File: config.mk
export PLATFORM = sky130hd
export DESIGN_NAME = imem_loadable
export DESIGN_NICKNAME = d
export VERILOG_FILES = /design/src/rtl/imem_loadable.sv
export SDC_FILE = /design/constraint.sdc
export NUM_CORES = 2
export LEC_CHECK = 0
export CAP_MARGIN = 10
export CORE_MARGIN = 8
export CORE_UTILIZATION = 55
export DETAILED_ROUTE_END_ITERATION = 6
export PLACE_DENSITY_LB_ADDON = 0.15
export RECOVER_POWER = 100
export SLEW_MARGIN = 20
export SYNTH_ARGS = -nofsm -noshare
export SYNTH_HDL_FRONTEND = slang
export SYNTH_SLANG_ARGS = --single-unit
File: constraint.sdc
create_clock -name clk -period 11.9 [get_ports clk]
set_input_delay 1.785 -clock clk [delete_from_list [all_inputs] [get_ports clk]]
set_output_delay 1.785 -clock clk [all_outputs]
set_load 0.02 [all_outputs]
File: src/rtl/imem_loadable.sv
// Loadable, byte-addressed instruction memory.
// After reset a sweep zeroes every byte. A byte-wide load port then writes a
// program at runtime. Fetches return INST_BYTES bytes, big-endian, with
// addresses wrapping modulo DEPTH. Results are registered one cycle after the
// request and are held while the pipeline is stalled.
module imem_loadable #(
  parameter int ADDR_W     = 8,
  parameter int INST_BYTES = 2
) (
  input  logic                      clk,
  input  logic                      rst,
  input  logic [ADDR_W-1:0]         pc,
  input  logic                      fetch_req,
  input  logic                      stall,
  input  logic                      load_en,
  input  logic [ADDR_W-1:0]         load_addr,
  input  logic [7:0]                load_data,
  output logic                      ready,
  output logic [8*INST_BYTES-1:0]   inst,
  output logic                      inst_valid,
  output logic                      misaligned
);

  localparam int DEPTH = 1 << ADDR_W;
  localparam int IW    = 8 * INST_BYTES;

  typedef enum logic [0:0] {
    ST_CLEAR = 1'b0,
    ST_RUN   = 1'b1
  } state_e;

  state_e            state_r;
  logic [ADDR_W-1:0] clr_ptr_r;
  logic [7:0]        mem_r [DEPTH];

  logic              wr_en_s;
  logic [ADDR_W-1:0] wr_addr_s;
  logic [7:0]        wr_data_s;
  logic [IW-1:0]     rd_word_s;
  logic              misalign_s;

  // Choose the single memory write source: clear sweep or runtime byte load.
  always_comb begin
    wr_en_s   = 1'b0;
    wr_addr_s = clr_ptr_r;
    wr_data_s = 8'h00;
    if (rst) begin
      wr_en_s = 1'b0;
    end else if (state_r == ST_CLEAR) begin
      wr_en_s = 1'b1;
    end else if (load_en) begin
      wr_en_s   = 1'b1;
      wr_addr_s = load_addr;
      wr_data_s = load_data;
    end else begin
      wr_en_s = 1'b0;
    end
  end

  // Gather the instruction bytes; the lowest address lands in the top byte and
  // the per-byte address wraps naturally at ADDR_W bits.
  always_comb begin
    rd_word_s = {IW{1'b0}};
    for (int k = 0; k < INST_BYTES; k++) begin
      rd_word_s[IW-1-8*k -: 8] = mem_r[pc + ADDR_W'(k)];
    end
  end

  // Flag a pc whose low bits are not a multiple of the instruction size.
  always_comb begin
    misalign_s = ((pc & ADDR_W'(INST_BYTES - 1)) != {ADDR_W{1'b0}});
  end

  // Byte array write port; reads above see the pre-edge contents.
  always_ff @(posedge clk) begin
    if (wr_en_s) begin
      mem_r[wr_addr_s] <= wr_data_s;
    end
  end

  // Sweep/run state machine and the registered fetch outputs.
  always_ff @(posedge clk) begin
    if (rst) begin
      state_r    <= ST_CLEAR;
      clr_ptr_r  <= {ADDR_W{1'b0}};
      ready      <= 1'b0;
      inst       <= {IW{1'b0}};
      inst_valid <= 1'b0;
      misaligned <= 1'b0;
    end else begin
      case (state_r)
        ST_CLEAR: begin
          clr_ptr_r <= clr_ptr_r + ADDR_W'(1);
          if (clr_ptr_r == {ADDR_W{1'b1}}) begin
            state_r <= ST_RUN;
            ready   <= 1'b1;
          end
        end
        ST_RUN: begin
          ready <= 1'b1;
          if (!stall) begin
            if (fetch_req) begin
              inst       <= rd_word_s;
              inst_valid <= 1'b1;
              misaligned <= misalign_s;
            end else begin
              inst_valid <= 1'b0;
              misaligned <= 1'b0;
            end
          end
        end
        default: begin
          state_r    <= ST_CLEAR;
          clr_ptr_r  <= {ADDR_W{1'b0}};
          ready      <= 1'b0;
          inst       <= {IW{1'b0}};
          inst_valid <= 1'b0;
          misaligned <= 1'b0;
        end
      endcase
    end
  end

endmodule

==> flow_summary.ini <==
[detailed_routing]
drt_first_iter_violations = 8363
vias_per_cell = 7.31
drc_errors = 2
postRouteWirelength_um = 294000
ant_nets = 0
vias = 55000
routedWlPerCell_um = 39.0
drt-pass1-iter-count = 7

[critical_path]
cp-start-kind = input pin
r2r_start = state_r
critPathRequiredTime_ns = 12.41
reg2reg_to = mem_r[19][0]
reg2reg_setup_slack_ns = 4.79
critical_path_class = in2reg
worstPathMaxFanout = 96
worstRegToRegCells = 5
worst_setup_path_end_kind = flip-flop
cp.arrival_ns = 9.04

[logic_synthesis]
synthTopCellsByCount = 2,048 x edfxtp_1, 1,149 x mux4_2, 444 x nand2_1
synth.most_common_cell = edfxtp_1
synthTopCellsByArea = edfxtp_1 63%, mux4_2 27%, nand2_1 1.7%, nor2_1 1.2%, mux2i_1 0.96%
synth_edf_count = 2048
yosysSeqAreaShare_pct = 63.9
ys_seq_elements = 2076
synth_area_per_cell_um2 = 19.4
synth_nets = 5030
yosysWarnings = 0
post_synth_instance_area_um2 = 97100
ys_types = 69
ys.flop_type = edfxtp_1
yosysTopAreaCell = edfxtp_1
synthArstFlopShare_pct = 0
synth_top_area_share_pct = 63.3
syn_inst = 4999

[floorplan]
die_w_um = 436
initial_utilization_pct = 55.3
row_count = 154
die_area_um2 = 190000
core-area_um2 = 176000
num_io_pins = 48
die-height_um = 436

[timing]
fin_ws_ns = 3.37
setup-violations-final = 0
slew_headroom_pct = -242
rsz0062_at_grt = no
fmax_ghz = 0.117
tns_ns = 0
fin_crit_ns = 8.53
finClkSkew_ns = 0.0313
min_period_over_period_pct = 71.6
maxSlewViolCount = 775
worst_pin_slew_ns = 5.13
hold_violations = 0

[clock_tree]
insertion_delay_ns = 0.86
clockBufferDepth = 3
cts_sinks = 2076
holdBufCountCts = 0
post_cts_buffers = 0
cts_resized = 0
h-tree-depth = 4
path_clk_slew_ns = 0.06
cts_root_buf = clkbuf_16
cts_tree = done
cts_made_buffers = 210

[final_layout]
regArea_um2 = 62100
area_growth_pct = 9.89
layout-drive-gt1-share_pct = 30.6
multi_input_area_um2 = 33300
fill_cells = 12500
final_nets = 5040

[flow_run]
drv_cap = 14

[min_path]
hp-class = reg2reg
holdPathEnd = misaligned
hp-start = misaligned
hold_depth = 2

[global_routing]
antenna_found_initial = 11
grt_remaining_overflow = 0
first_global_vias = 54000
grt_max_degree = 196
grt_pass1_wl_um = 414000
track_usage_pct = 30.4

[pwr]
p_leak_nw = 36.6
powerDensity_nw_per_um2 = 146
ir_worst_vdd_uv = 164

[outcome]
violations = design-rule violations, max-capacitance violations, max-slew violations
status = finished with violations

[placement]
dp_slack_ns = 4.73
gp_routability_congestion = 0.916
port_buffers = 47
dpl.hpwl_um = 188000
==> critical path: stages <==
cell,delay [ns]
dlygate4sd3_1,0.53
clkbuf_1,0.47
nor3b_1,0.35
clkbuf_1,0.73
and2_4,0.93
clkbuf_1,3.03
buf_4,0.99
==> flip-flops by register name (all words and copies together), names as in the netlist <==
| signal | count |
|---|---|
| mem_r | 2048 |
| ready | 1 |
| clr_ptr_r | 8 |
| inst | 16 |
| misaligned | 1 |
| state_r | 1 |
| inst_valid | 1 |
==> layout make-up <==
class                      count  share of cell area [%]
clock inverter               119                    1.09
clock buffer                 262                    5.19
timing repair buffer         197                    1.52
sequential                  2076                    58.2
inverter                       5                  0.0176
antenna                        8                  0.0188
multi-input combinational   2519                    31.3
tap                         2340                    2.74
==> report_power, final <==
part	internal, mW	total, mW	switching, mW
clock network	3.72	6.55	2.83
registers	7.91	7.92	0.00371
logic	0.420	1.12	0.704
total	12.1	15.6	3.53
==> cell usage in the layout (no fill, tap or decap), drive strengths merged, types with 5 or more instances in the layout <==
cell type / instances
a2111oi: 9
a211oi: 8
a21oi: 23
a221oi: 7
a311oi: 8
a31oi: 35
a32o: 11
a32oi: 50
a41o: 5
and2: 20
and3: 12
buf: 104
bufinv: 20
clkbuf: 313
clkdlybuf4s50: 22
clkinv: 91
dfxtp: 28
diode: 8
dlygate4sd3: 20
edfxtp: 2048
inv: 9
mux2: 6
mux2i: 93
mux4: 1150
nand2: 444
nand2b: 12
nand3: 140
nand3b: 11
nand4: 24
nor2: 314
o2111ai: 5
o211ai: 5
o21ai: 26
o22ai: 13
o31ai: 11
o41ai: 5
or3: 6
xnor2: 9
xor2: 9
==> worst max path at each step <==
stage	end	slack, ns	from	cells past startpoint
2_1_floorplan	mem_r[0][0]	5.06	load_en	4
3_3_place_gp	inst[8]	4.43	pc[2]	8
3_5_place_dp	inst[11]	4.73	pc[1]	9
4_1_cts	inst[9]	5.65	pc[1]	9
5_1_grt	mem_r[166][3]	3.06	rst	6
6_report	mem_r[19][0]	3.37	rst	7
==> routing by layer <==
| layer | GRT usage, % | part of all wire (%) |
|---|---|---|
| met5 | 0 | 0.014 |
| met3 | 7.70 | 11 |
| met4 | 15.7 | 6.3 |
| met1 | 41.6 | 36 |
| met2 | 45.7 | 46 |
==> through the flow <==
step	area, µm²	util, %	hold slack (ns)	cells	total power [mW]
global route	107000	60.7	0.483	7518	15.9
global placement	100000	57.0	0.439	7133	9.18
finish	107000	60.7	0.464	7526	15.6
detailed placement	100000	57.0	0.461	7136	9.18
CTS	107000	60.9	0.470	7517	15.6
floorplan	97100	-	0.522	4999	8.79
==> cell families (layout without fill, tap and decap cells) <==
group                      after synthesis  after routing  share of synthesized area [%]
DFF                                   2076           2076                           63.9
muxes                                 1249           1249                           27.7
and+or+nand+nor                        999            999                           4.32
buffers and inverters                  404            583                           1.88
AOI/OAI and AO/OA                      251            251                           1.98
xor gates and xnor gates                18             18                          0.170
adders and majority gates                2              2                         0.0258
other                                    0              8                              0
No activity file was read; power rests on OpenSTA's default activity.
